--- config.mk ---
export PLATFORM = sky130hd
export DESIGN_NAME = fifo_rd_axis
export DESIGN_NICKNAME = d
export VERILOG_FILES = /design/src/rtl/fifo_pkg.sv /design/src/rtl/axis_skid2.sv /design/src/rtl/fifo_rd_axis.sv
export SDC_FILE = /design/constraint.sdc
export NUM_CORES = 1
export LEC_CHECK = 0
export CAP_MARGIN = 20
export CORE_MARGIN = 2
export CORE_UTILIZATION = 45
export CTS_CLUSTER_SIZE = 24
export DETAILED_ROUTE_END_ITERATION = 16
export PLACE_DENSITY = 0.64
export SLEW_MARGIN = 20
export SYNTH_ARGS = -nofsm -noshare
export SYNTH_HDL_FRONTEND = slang
export SYNTH_SLANG_ARGS = --single-unit
export TNS_END_PERCENT = 10
--- constraint.sdc ---
create_clock -name clk -period 16.45 [get_ports clk]
set_input_delay 3.29 -clock clk [delete_from_list [all_inputs] [get_ports clk]]
set_output_delay 3.29 -clock clk [all_outputs]
set_load 0.01 [all_outputs]
--- src/rtl/fifo_pkg.sv ---
// -----------------------------------------------------------------------------
// fifo_pkg
// Shared constants and helpers for the FIFO-to-AXI-Stream read adapter.
//   FIFO_B_DEF  : default stream data width (bits)
//   FIFO_LW_DEF : default width of the packet-length input / beat index
//   BEAT_CNT_W  : width of the free-running accepted-beat counter
//   occ_after() : buffer occupancy once this cycle's pop and the word
//                 already in flight from the FIFO have both settled
// -----------------------------------------------------------------------------
package fifo_pkg;

   localparam int unsigned FIFO_B_DEF  = 16;
   localparam int unsigned FIFO_LW_DEF = 16;
   localparam int unsigned BEAT_CNT_W  = 32;

   // cnt is 0..2 and pop can only be 1 when cnt > 0, so the result stays
   // within 0..3 and never underflows.
   function automatic logic [2:0] occ_after(input logic [1:0] cnt,
                                            input logic       pend,
                                            input logic       pop);
      return {1'b0, cnt} + {2'b00, pend} - {2'b00, pop};
   endfunction

endpackage

--- src/rtl/axis_skid2.sv ---
// -----------------------------------------------------------------------------
// axis_skid2
// Two-entry output buffer. Words written with in_valid land at the tail;
// the head is presented on out_data whenever the buffer is non-empty.
// A push and a pop in the same cycle leave the occupancy unchanged: the
// head advances and the new word takes the freed slot.
// The writer is responsible for never pushing into a full buffer unless a
// pop happens in that same cycle.
//
// Ports
//   clk       in   clock
//   rst       in   synchronous active-high reset (empties the buffer)
//   in_valid  in   write strobe for in_data
//   in_data   in   W  word to append at the tail
//   out_valid out  buffer non-empty
//   out_ready in   consumer accepts the head this cycle
//   out_data  out  W  head word
//   occ       out  2  current occupancy (0..2)
// -----------------------------------------------------------------------------
module axis_skid2 #(
   parameter int W = 17
) (
   input  logic         clk,
   input  logic         rst,
   input  logic         in_valid,
   input  logic [W-1:0] in_data,
   output logic         out_valid,
   input  logic         out_ready,
   output logic [W-1:0] out_data,
   output logic [1:0]   occ
);

   logic [W-1:0] mem_reg [0:1];
   logic         rd_ptr_reg;
   logic         wr_ptr_reg;
   logic [1:0]   cnt_reg;
   logic [1:0]   cnt_next;
   logic         push;
   logic         pop;

   assign push = in_valid;
   assign pop  = out_valid && out_ready;

   always_comb begin
      cnt_next = cnt_reg;
      case ({push, pop})
         2'b10:   cnt_next = cnt_reg + 2'd1;
         2'b01:   cnt_next = cnt_reg - 2'd1;
         default: cnt_next = cnt_reg;
      endcase
   end

   // With two slots and one-bit pointers, a push while full (only legal
   // together with a pop) writes exactly the slot the head is leaving.
   always_ff @(posedge clk) begin
      if (rst) begin
         rd_ptr_reg <= 1'b0;
         wr_ptr_reg <= 1'b0;
         cnt_reg    <= 2'd0;
         for (int i = 0; i < 2; i++) begin
            mem_reg[i] <= '0;
         end
      end else begin
         if (push) begin
            mem_reg[wr_ptr_reg] <= in_data;
            wr_ptr_reg          <= ~wr_ptr_reg;
         end
         if (pop) begin
            rd_ptr_reg <= ~rd_ptr_reg;
         end
         cnt_reg <= cnt_next;
      end
   end

   assign out_valid = (cnt_reg != 2'd0);
   assign out_data  = mem_reg[rd_ptr_reg];
   assign occ       = cnt_reg;

endmodule

--- src/rtl/fifo_rd_axis.sv ---
// -----------------------------------------------------------------------------
// fifo_rd_axis
// Drains a first-word-fall-through-less FIFO (data valid the cycle after the
// read strobe) into an AXI-Stream master. A read is issued only when the
// two-entry output buffer is guaranteed a free slot for the returning word,
// so the stream can run at one beat per clock with tready held high.
// tlast is generated from a packet-length input latched at each packet's
// first beat; a free-running counter tallies every accepted beat.
//
// Ports
//   clk            in   clock
//   rst            in   synchronous active-high reset
//   fifo_dout      in   B   FIFO read data (valid the cycle after fifo_rd_en)
//   fifo_empty     in   FIFO empty flag
//   fifo_rd_en     out  FIFO read strobe
//   pkt_len        in   LW  beats per packet, 0 = never assert tlast
//   m_axis_tdata   out  B   stream data
//   m_axis_tvalid  out  stream valid
//   m_axis_tready  in   stream ready
//   m_axis_tlast   out  last beat of a packet
//   beat_cnt       out  32  accepted beats since reset (wraps)
// -----------------------------------------------------------------------------
module fifo_rd_axis
   import fifo_pkg::*;
#(
   parameter int B  = FIFO_B_DEF,
   parameter int LW = FIFO_LW_DEF
) (
   input  logic                  clk,
   input  logic                  rst,
   input  logic [B-1:0]          fifo_dout,
   input  logic                  fifo_empty,
   output logic                  fifo_rd_en,
   input  logic [LW-1:0]         pkt_len,
   output logic [B-1:0]          m_axis_tdata,
   output logic                  m_axis_tvalid,
   input  logic                  m_axis_tready,
   output logic                  m_axis_tlast,
   output logic [BEAT_CNT_W-1:0] beat_cnt
);

   logic                  pend_reg;
   logic                  skid_valid;
   logic [B:0]            skid_data;
   logic [1:0]            skid_cnt;
   logic                  pop;
   logic [2:0]            occ_next;
   logic [LW-1:0]         beat_idx_reg;
   logic [LW-1:0]         len_reg;
   logic [LW-1:0]         cur_len;
   logic                  is_last;
   logic [BEAT_CNT_W-1:0] beat_cnt_reg;

   // ---------------------------------------------------------------------
   // Read issue: only request a word if, after this cycle's pop, the word
   // already in flight plus the new one still fit in the two slots.
   // ---------------------------------------------------------------------
   assign pop      = m_axis_tvalid && m_axis_tready;
   assign occ_next = occ_after(skid_cnt, pend_reg, pop);

   always_comb begin
      fifo_rd_en = 1'b0;
      if (!rst && !fifo_empty && (occ_next < 3'd2)) begin
         fifo_rd_en = 1'b1;
      end
   end

   always_ff @(posedge clk) begin
      if (rst) begin
         pend_reg <= 1'b0;
      end else begin
         pend_reg <= fifo_rd_en;
      end
   end

   // The extra top bit marks a slot as holding a real captured word, so an
   // empty or just-reset slot can never leak old contents onto tdata.
   axis_skid2 #(
      .W (B + 1)
   ) u_skid (
      .clk       (clk),
      .rst       (rst),
      .in_valid  (pend_reg),
      .in_data   ({1'b1, fifo_dout}),
      .out_valid (skid_valid),
      .out_ready (m_axis_tready),
      .out_data  (skid_data),
      .occ       (skid_cnt)
   );

   // Outputs are forced idle while reset is held, not only after the edge.
   assign m_axis_tvalid = skid_valid && !rst;
   assign m_axis_tdata  = (m_axis_tvalid && skid_data[B]) ? skid_data[B-1:0] : '0;

   // ---------------------------------------------------------------------
   // Packet framing. At beat index 0 the live pkt_len is used (and latched
   // on the pop); later beats use the latched copy so a mid-packet change
   // only affects the following packet.
   // ---------------------------------------------------------------------
   assign cur_len = (beat_idx_reg == '0) ? pkt_len : len_reg;
   assign is_last = (cur_len != '0) && (beat_idx_reg == (cur_len - LW'(1)));

   assign m_axis_tlast = m_axis_tvalid && is_last;

   always_ff @(posedge clk) begin
      if (rst) begin
         beat_idx_reg <= '0;
         len_reg      <= '0;
      end else if (pop) begin
         if (beat_idx_reg == '0) begin
            len_reg <= pkt_len;
         end
         if (is_last) begin
            beat_idx_reg <= '0;
         end else begin
            beat_idx_reg <= beat_idx_reg + LW'(1);
         end
      end
   end

   // Only written on reset or pop, so the count holds exactly between beats.
   always_ff @(posedge clk) begin
      if (rst) begin
         beat_cnt_reg <= '0;
      end else if (pop) begin
         beat_cnt_reg <= beat_cnt_reg + BEAT_CNT_W'(1);
      end
   end

   assign beat_cnt = beat_cnt_reg;

endmodule

---- Word-level counts from Yosys, hierarchy flattened ----
Memory sizes are Yosys's and may differ from the RTL's. A register that Yosys moved wholly into a read port is not among the register bits.
Cells that the tools add are included.
word-level totals
  memory bits (read-only) ................. 0
  bits in writable memories ............... 34
  input bits .............................. 36
  output and inout bits ................... 51
  flip-flop bits (word level) ............. 69
  latch bits .............................. 0
  memories kept ........................... 1
operators by class
  shift-type cells ........................ 0
  $add $sub $neg .......................... 7
  equality and inequality tests ........... 3
  divide/modulo/power cells ............... 0
  muxes and demuxes ....................... 15
  order comparisons ....................... 1
  bitwise operators ....................... 2
  multipliers ............................. 0
  reductions and logical operators ........ 15
memories
  memory          words  width  rd ports  clocked after memory_dff  wr ports  line              source
  u_skid.mem_reg  2      17     1         1                         2         axis_skid2.sv:33  logic [W-1:0] mem_reg [0:1];
operators with widths
  kind                   count
  $mux 16                3
  $add 32x1->32 const B  1
  $mux 17                1
  $reduce_or 17->1       1
  $add 16x1->16 const B  1
  $eq 16x16->1           1
  $logic_not 16->1       1
  $reduce_bool 16->1     1
  $sub 16x1->16 const B  1
  $mux 1                 10
  $logic_and 1x1->1      8
  $pmux 2 s2             1
  $reduce_bool 2->1      2
  $add 2x1->3            1
  $lt 3x2->1 const B     1
  $sub 3x1->3            1
  $add 2x1->2 const B    1
  $eq 2x1->1 const B     1
  $eq 2x2->1 const B     1
  $logic_not 1->1        2
  $not 1->1              2
  $sub 2x1->2 const B    1

---- Longest topological paths before layout ----
Gate-level depths: netlist (run 1).
  word-level depth ........................ 7
  mapped depth ............................ 18
  mapped depth without buffers ............ 14

---- Modules after synthesis ----
From an unflattened synthesis (run 1), not the netlist that was laid out.
unflattened totals
  cell total of the unflattened synthesis .. 630
  area total of the unflattened synthesis .. 5726.7 sq um
by module, submodules not included
  module        instances  area an instance (sq um)  cells an instance
  fifo_rd_axis  1          4033.9                    497
  axis_skid2    1          1692.9                    133

---- Worst setup path before layout (run 1) ----
Ideal clock, no wire load.
  kind .................................... input to output
  start ................................... input pkt_len[0]
  end ..................................... output m_axis_tlast
  arrival time ............................ 5.668 ns
  cell stages on the path ................. 10
  data required time ...................... 13.160 ns
  slack ................................... 7.492 ns
  path buffers ............................ 0
  cell sequence ........................... mux2i_1 ha_1 or3b_2 or4_1 mux2_2 o21ai_0 and3_1 o21ai_2 nor3_1 and2_1
between the ends
  cells in the longest elaborated chain, start to end .. 5
  elaborated cells on any way between the ends .. 6
ends and longest elaborated chain
  element                line                 source
  start: declaration     fifo_rd_axis.sv:34   input logic [LW-1:0] pkt_len,
  $mux 16 (*)            -
  $sub 16x1->16          fifo_rd_axis.sv:101  assign is_last = (cur_len != '0) && (beat_idx_reg == (cur_len - LW'(1)));
  $eq 16x16->1           fifo_rd_axis.sv:101
  $logic_and 1x1->1 (*)  fifo_rd_axis.sv:101
  $logic_and 1x1->1 (*)  fifo_rd_axis.sv:103  assign m_axis_tlast = m_axis_tvalid && is_last;
  end: declaration       fifo_rd_axis.sv:38   output logic m_axis_tlast,
Mark *: on every way between the ends. The rest lies on a longest branch, timed or not.

---- Worst setup path in the final report (run 1) ----
Same ends and word-level chain as after synthesis.

==> flow_metrics.tcl, run 1 <==
set metrics [dict create \
    yosysUniqueCellTypes 60 \
    avgSynthCellArea_sq_um 8.91 \
    synth-seq-cells 104 \
    drive_above_1_share 0.0586 \
    post-route-period-util 0.626 \
    clock_latency_ns 0.36 \
    hold_viol_final 0 \
    gr-total-overflow 0 \
    crit_path_start_kind "input port" \
    crit_family "simple AND/OR/NAND/NOR gates" \
    min_period_ns 10.30 \
    first_global_vias 4898 \
    die_height_um 117 \
    grt_util_all_layers 0.229 \
    synth_top_area_cell "dfxtp_1" \
    syn_nets 691 \
    clock-sinks 104 \
    largest_reg_flops 34 \
    synth_edf_count 32 \
    path_cells "clkdlybuf4s50_1, mux2i_1, ha_1, or3b_2, or4_1, mux2_2, o21ai_0, and3_1, o21ai_2, nor3_1, and2_1, clkdlybuf4s50_1" \
    die_x_um 117 \
    cp.required_ns 13.16 \
    hold_buffers 0 \
    start_util 0.459 \
    clockRootBuffer "clkbuf_16" \
    cp-end-kind "output port" \
    leakage_uw 0.00247 \
    yosys_most_used_dff "dfxtp_1" \
    cp.arrival_ns 7.01 \
    hpwl_um 10500 \
    met3_length_um 880 \
    fmax_ghz 0.0971 \
    cap_violations 0 \
    io_buffers 86 \
    syn2layout_area_growth_pct 21.2 \
    dr.pass1.iters 5 \
    antennaDiodeCount 0 \
    final_common_cell "clkdlybuf4s50_1" \
    tightest_slew_ns 1.07 \
    hp-class "reg2reg" \
    fin_nets 756 \
    cts_tree "yes" \
    setup_violations 0 \
    wirelength_met1_um 6630 \
    critical_path_buf_inv_count 2 \
    core-area_sq_mm 0.0126 \
    num_vias 4938 \
    synth_area_leaders "dfxtp_1 25%, edfxtp_1 17%, xor2_1 5.6%" \
    route.top_layer_used "met4" \
    netlist_area_sq_mm 0.00576 \
    wl_met2_um 7110 \
    setup_tns_ns 0 \
    synth_top_area_share 0.250 \
    post_drt_wl_per_cell_um 16.8 \
    ant_nets 0 \
    dieArea_sq_mm 0.0137 \
    rsz0062_at_grt "no" \
    wl_um 14900 \
    ir_drop_mv 0.0629 \
    outcome "finished clean" \
    slew_headroom 0.281 \
    path_clk_slew_ns 0.07 \
    yosys_warnings 0 \
    numCtsBuffers 9 \
    drtIter0Drc 290 \
    yosysSeqAreaShare 0.417 \
    async_flop_share 0 \
    grt_pass1_wl_um 24500 \
    layout_common_cells "85 x clkdlybuf4s50_1, 81 x nor2_1, 72 x dfxtp_1" \
    slowest_delay_ns 0.57 \
    gp_congestion 0.908 \
    grt_max_degree 67 \
    path_common_cell "clkdlybuf4s50_1" \
    antenna_found_initial 0 \
    path_max_fanout 5 \
    ctsResizeCount 0 \
    crit_path_top_delay_cell "clkdlybuf4s50_1" \
    finalClockSkew_ns 0.00852 \
    htree_levels 3 \
    vias_per_cell 5.55 \
    power_density_mw_per_mm2 110 \
    rows 41 \
    hold_slack_ns 0.460 \
    drv_slew 0 \
    pin_count 87 \
    clock_path_buffers 2 \
    synthCells 647 \
    post_cts_buffers 0 \
    crit_type "in2out" \
    drc_errors 0 \
]
-- kinds of logic after synthesis --
logic type / share of synthesized area
flops: 0.417
mux: 0.0606
compound gates: 0.0797
buf+inv: 0.0369
fa+ha+maj: 0.0187
xor+xnor: 0.100
simple gates: 0.287
-- per-stage QoR --
| stage | worst slack [ns] | instance area (sq um) | std cells | total power, uW | utilization |
|---|---|---|---|---|---|
| final | 6.15 | 6980 | 889 | 768 | 0.556 |
| after global routing | 6.05 | 6980 | 889 | 812 | 0.556 |
| after CTS | 6.19 | 6980 | 889 | 773 | 0.556 |
| after detailed placement | 6.20 | 6700 | 873 | 567 | 0.533 |
| after global placement | 6.26 | 6700 | 873 | 564 | 0.533 |
| after floorplan | 7.49 | 5760 | 647 | 496 | - |
-- layout make-up --
type	instances	area [sq um]
clock inverters	7	57.6
clock buffers	9	225
flip-flops and latches	104	2400
repair buffers	89	878
fillers	1184	5580
multi-input cells	493	3150
inverters	15	56.3
well taps	172	215
-- path summary, 6_finish.rpt --
path	startpoint	end	slack [ns]	cells after the start
worst max-delay path	pkt_len[0]	m_axis_tlast	6.15	12
worst min register to register	u_skid.mem_reg[0][16]	u_skid.mem_reg[0][16]	0.46	2
worst max register to register	beat_idx_reg[0]	beat_idx_reg[4]	11.16	14
worst min-delay path	u_skid.mem_reg[0][16]	u_skid.mem_reg[0][16]	0.46	2
-- cell usage after synthesis, types with 5 or more instances --
library cell and n:
ha_1 7, and2_1 36, nor2_2 10, clkbuf_1 28, or3_1 7, o21ai_0 13, nand3_1 25, nor2b_1 5
a211oi_1 5, edfxtp_1 32, nand2_1 57, and3_1 12, nand2b_1 5, xor2_1 37, or4_1 11, nor2_1 81
nor4_1 13, nor3_1 18, a21oi_1 26, xnor2_1 29, mux2i_1 30, nand4_1 17, dfxtp_1 72, inv_1 14
-- power by group --
| group | switching (uW) | internal, uW | total, uW |
|---|---|---|---|
| logic | 140 | 99.1 | 239 |
| clock network | 100 | 104 | 204 |
| registers | 31.0 | 294 | 325 |
-- worst register-to-register path, stage by stage, from the launching register on --
cell and delay, ns:
dfxtp_1 0.38, inv_1 0.16, ha_1 0.19, or4b_4 0.51
nor4_4 0.43, mux2i_1 0.45, ha_1 0.31, or3b_2 0.48
or4_1 0.49, mux2_2 0.29, o21ai_0 0.15, and3_1 0.19
o21ai_2 0.10, o41ai_4 0.91, nor2_1 0.11
-- per-layer routing --
layer / up-vias / GRT usage
met5: - / 0
met4: 0 / 0.0761
met3: 29 / 0.0633
met2: 146 / 0.372
met1: 2368 / 0.295
li1: 2395 / -
Power figures use the tool's default switching activity.
==> run 2, diff against run 1 <==
--- a/config.mk
+++ b/config.mk
@@ -10,7 +10,7 @@
 export CORE_UTILIZATION = 45
 export CTS_CLUSTER_SIZE = 24
 export DETAILED_ROUTE_END_ITERATION = 16
-export PLACE_DENSITY = 0.64
+export PLACE_DENSITY = 0.67
 export SLEW_MARGIN = 20
 export SYNTH_ARGS = -nofsm -noshare
 export SYNTH_HDL_FRONTEND = slang
==> constraint.sdc (replaced) <==
create_clock -name clk -period 9 [get_ports clk]
set_input_delay 1.8 -clock clk [delete_from_list [all_inputs] [get_ports clk]]
set_output_delay 1.8 -clock clk [all_outputs]
set_load 0.01 [all_outputs]
==> flow_metrics.tcl, run 2 (synthesis gave the netlist of run 1 again) <==
set metrics [dict create \
    rows 41 \
    outcome "finished clean" \
    rsz0062_at_grt "no" \
    power_uw 1460 \
    io_buffers 86 \
    leakage_uw 0.00250 \
    grt_max_degree 67 \
    ant_nets 0 \
    numCtsBuffers 9 \
    critical_path_buf_inv_count 3 \
    slowest_delay_ns 0.56 \
    antenna_found_initial 0 \
    hp-class "reg2reg" \
    post_cts_buffers 0 \
    path_common_cell "ha_1" \
    grt_pass1_wl_um 23900 \
    fillers 1127 \
    drive_above_1_share 0.0599 \
    setup_ws_ns 1.67 \
    layout_common_cells "85 x clkdlybuf4s50_1, 81 x nor2_1, 72 x dfxtp_1" \
    wl_um 14500 \
    place_worst_setup_slack_ns 1.76 \
    clock_latency_ns 0.35 \
    hold_viol_final 0 \
    hpwl_um 10200 \
    crit_family "simple AND/OR/NAND/NOR gates" \
    core-area_sq_mm 0.0126 \
    crit_type "reg2out" \
    die_x_um 117 \
    cts_tree "yes" \
    fin_nets 757 \
    finalClockSkew_ns 0.00686 \
    syn2layout_area_growth_pct 22.1 \
    dieArea_sq_mm 0.0137 \
    min_period_ns 7.33 \
    clock_path_buffers 2 \
    drtIter0Drc 366 \
    ir_drop_mv 0.129 \
    cap_violations 0 \
    drc_errors 0 \
    cp.required_ns 7.20 \
    multi_input_area_sq_mm 0.00315 \
    first_global_vias 4907 \
    post-route-period-util 0.815 \
    setup_tns_ns 0 \
    num_vias 4956 \
    tightest_slew_ns 1.05 \
    drv_slew 0 \
    clock-sinks 104 \
    die_height_um 117 \
    gr-total-overflow 0 \
    antennaDiodeCount 0 \
    largest_reg_flops 34 \
    crit_path_start_kind "flip-flop" \
    crit_path_top_delay_cell "clkdlybuf4s50_1" \
    pin_count 87 \
    post_drt_wl_per_cell_um 16.3 \
    power_density_mw_per_mm2 207 \
    slew_headroom 0.301 \
    ctsResizeCount 0 \
    setup_violations 0 \
    clockRootBuffer "clkbuf_16" \
    htree_levels 3 \
    path_max_fanout 24 \
    vias_per_cell 5.57 \
    gp_congestion 0.888 \
    ff_latch_area_sq_mm 0.00240 \
    cp.arrival_ns 5.53 \
    start_util 0.459 \
    hold_buffers 0 \
    path_cells "inv_1, ha_1, or4b_4, nor4_4, buf_4, mux2i_1, ha_1, or3b_2, or4_1, o311ai_0, and3_1, o21ai_2, nor3_1, and2_1, clkdlybuf4s50_1" \
    final_common_cell "clkdlybuf4s50_1" \
    dr.pass1.iters 5 \
    path_clk_slew_ns 0.07 \
    grt_util_all_layers 0.221 \
    cp-end-kind "output port" \
    fmax_ghz 0.136 \
]
[run 2: cell types whose count changed in the layout (fill, tap and decap cells not counted), sizes merged]
cell	delta
inv	+2
clkinvlp	-2
buf	+1
bufinv	+2
clkinv	-2
[run 2: metal layers]
layer	routed length (um)	up-vias	GRT usage
met5	0	-	0
met3	911	34	0.0664
met2	6740	161	0.357
li1	-	2403	-
met4	397	0	0.0761
met1	6490	2358	0.283
[run 2: where the power goes]
part | total (uW) | switching [uW] | internal, uW
logic | 435 | 251 | 184
registers | 594 | 56.3 | 538
clock network | 429 | 181 | 247
[run 2: cell type report]
type	instances	share of cell area
sequential	104	0.341
tap	172	0.0306
timing repair buffer	90	0.126
inverter	15	0.00800
clock buffer	9	0.0320
clock inverter	7	0.0144
multi-input combinational	493	0.448
[run 2: worst paths after layout]
| path | from | end | slack (ns) | depth (start not counted) |
|---|---|---|---|---|
| worst max-delay path | beat_idx_reg[0] | m_axis_tlast | 1.67 | 15 |
| worst min register to register | u_skid.mem_reg[1][16] | u_skid.mem_reg[1][16] | 0.46 | 1 |
| worst min-delay path | u_skid.mem_reg[1][16] | u_skid.mem_reg[1][16] | 0.46 | 1 |
| worst max register to register | beat_idx_reg[0] | beat_idx_reg[6] | 3.54 | 14 |
[run 2: per-stage QoR]
stage,utilization,instances,hold WS (ns),area (sq um)
after global routing,0.560,890,0.484,7040
final,0.560,890,0.461,7040
after CTS,0.560,890,0.464,7040
after floorplan,-,647,0.427,5760
after detailed placement,0.534,874,0.448,6710
after global placement,0.534,874,0.436,6710
==> run 3, diff against run 2 <==
==> constraint.sdc (replaced) <==
create_clock -name clk -period 6.1 [get_ports clk]
set_input_delay 1.22 -clock clk [delete_from_list [all_inputs] [get_ports clk]]
set_output_delay 1.22 -clock clk [all_outputs]
set_load 0.01 [all_outputs]
==> flow_metrics.tcl, run 3 (synthesis gave the netlist of run 1 again) <==
set metrics [dict create \
    reg2reg_depth 16 \
    wl_um 14700 \
    cp.required_ns 4.88 \
    start_util 0.459 \
    rows 41 \
    outcome "finished clean" \
    clock-sinks 104 \
    min_to "u_skid.mem_reg[0][16]" \
    rsz0062_at_grt "no" \
    fin_nets 766 \
    p_sw_frac 0.355 \
    power_density_mw_per_mm2 299 \
    hold_buffers 0 \
    largest_reg_flops 34 \
    path_max_fanout 7 \
    drtIter0Drc 421 \
    setup_violations 0 \
    gr-total-overflow 0 \
    die_height_um 117 \
    fmax_ghz 0.170 \
    leakage_uw 0.00251 \
    drv_slew 0 \
    dr.pass1.iters 5 \
    crit_path_start_kind "flip-flop" \
    ir_drop_mv 0.138 \
    ant_nets 0 \
    seq_power_share 0.414 \
    crit_type "reg2out" \
    drive_above_1_share 0.0784 \
    cap_violations 0 \
    post_drt_wl_per_cell_um 16.4 \
    core-area_sq_mm 0.0126 \
    clock_latency_ns 0.36 \
    hold_depth 2 \
    path_clk_slew_ns 0.07 \
    antennaDiodeCount 0 \
    hpwl_um 10500 \
    syn2layout_area_growth_pct 22.8 \
    io_buffers 86 \
    layout_common_cells "84 x clkdlybuf4s50_1, 81 x nor2_1, 72 x dfxtp_1" \
    drc_errors 0 \
    clockRootBuffer "clkbuf_16" \
    finalClockSkew_ns 0.00948 \
    die_x_um 117 \
    cp-end-kind "output port" \
    grt_max_degree 66 \
    final_common_cell "clkdlybuf4s50_1" \
    min_period_ns 5.90 \
    pwr-share-clk 0.267 \
    pin_count 87 \
    grt_pass1_wl_um 23700 \
    hp-class "reg2reg" \
    clock_path_buffers 2 \
    tightest_slew_ns 1.04 \
    cts_tree "yes" \
    slew_headroom 0.303 \
    postLayoutCoreUtil 0.563 \
    internal_power_uw 1360 \
    antenna_found_initial 0 \
    numCtsBuffers 9 \
    setup_tns_ns 0 \
    vias_per_cell 5.55 \
    first_global_vias 4814 \
    r2r_start "beat_idx_reg[0]" \
    worstHoldStart "u_skid.mem_reg[0][16]" \
    power.switching_uw 751 \
    num_vias 4988 \
    dieArea_sq_mm 0.0137 \
    hold_viol_final 0 \
    p_comb_frac 0.319 \
    worstReg2RegEnd "beat_idx_reg[5]" \
    power_uw 2120 \
    gp_congestion 0.990 \
    grt_util_all_layers 0.221 \
    r2r_slack_ns 1.28 \
    post-route-period-util 0.967 \
    htree_levels 3 \
    cp.arrival_ns 4.68 \
]
==> run 3: changes by cell type in the layout (fill, tap and decap cells not counted), sizes merged <==
cell	delta
buf	+9
bufinv	-2
clkinvlp	+2
clkbuf	+1
clkdlybuf4s50	-1
clkinv	+1
inv	-1
==> run 3: metal layers <==
| layer | wire [um] | GRT usage | up-vias | part of all wire |
|---|---|---|---|---|
| met2 | 7030 | 0.353 | 169 | 0.48 |
| li1 | - | - | 2422 | - |
| met4 | 225 | 0.0776 | 0 | 0.015 |
| met1 | 6370 | 0.289 | 2375 | 0.43 |
| met5 | 0 | 0 | - | 0 |
| met3 | 1120 | 0.0613 | 22 | 0.076 |
==> run 3: worst max-delay path, stage by stage, from the launching register on <==
cell and delay (ns):
dfxtp_1 0.38, inv_1 0.13, ha_1 0.18, or4b_4 0.50, nor4_4 0.29, buf_4 0.20
mux2i_2 0.25, ha_2 0.26, or3b_2 0.47, or4_1 0.49, mux2_2 0.30, o21ai_0 0.13
and3_1 0.18, o21ai_2 0.11, nor3_1 0.18, and2_1 0.14, clkbuf_2 0.14
==> run 3: worst max path at each step <==
stage | start | endpoint | cells past startpoint
floorplan | beat_idx_reg[1] | m_axis_tlast | 16
global placement | pkt_len[1] | m_axis_tlast | 12
detailed placement | beat_idx_reg[0] | m_axis_tlast | 15
CTS | beat_idx_reg[0] | m_axis_tlast | 15
global route | beat_idx_reg[0] | m_axis_tlast | 16
finish | beat_idx_reg[0] | m_axis_tlast | 16
==> run 3: repair_timing <==
| action | 4_1_cts | 5_1_grt |
|---|---|---|
| pin swaps | 1 | 1 |
| setup buffers | 2 | 1 |
| gates resized for setup | 2 | 5 |
| setup endpoints to repair | 1 | 1 |
==> run 3: power groups by stage <==
stage | clock network [uW] | registers (uW) | logic, uW
5_1_grt | 599 | 888 | 732
3_3_place_gp | 0 | 886 | 635
6_report | 565 | 876 | 675
3_5_place_dp | 0 | 890 | 643
4_1_cts | 575 | 874 | 651
2_1_floorplan | 0 | 851 | 487
==> run 3: final cells by class <==
cell class                      instances  area, sq um
Clock buffer                            9          225
Clock inverter                          7         62.6
Fill cell                            1115         5490
Inverter                               15         56.3
Multi-Input combinational cell        493         3170
Sequential cell                       104         2400
Tap cell                              172          215
Timing Repair Buffer                   99          948
==> run 3: per-stage QoR <==
| step | area (sq um) | hold WS, ns | setup slack, ns | cells |
|---|---|---|---|---|
| 3_3_place_gp | 6750 | 0.435 | 0.266 | 879 |
| 5_1_grt | 7080 | 0.486 | 0.00880 | 899 |
| 2_1_floorplan | 5760 | 0.427 | 0.652 | 647 |
| 6_report | 7080 | 0.469 | 0.202 | 899 |
| 4_1_cts | 7050 | 0.472 | 0.0824 | 897 |
| 3_5_place_dp | 6750 | 0.462 | 0.160 | 879 |
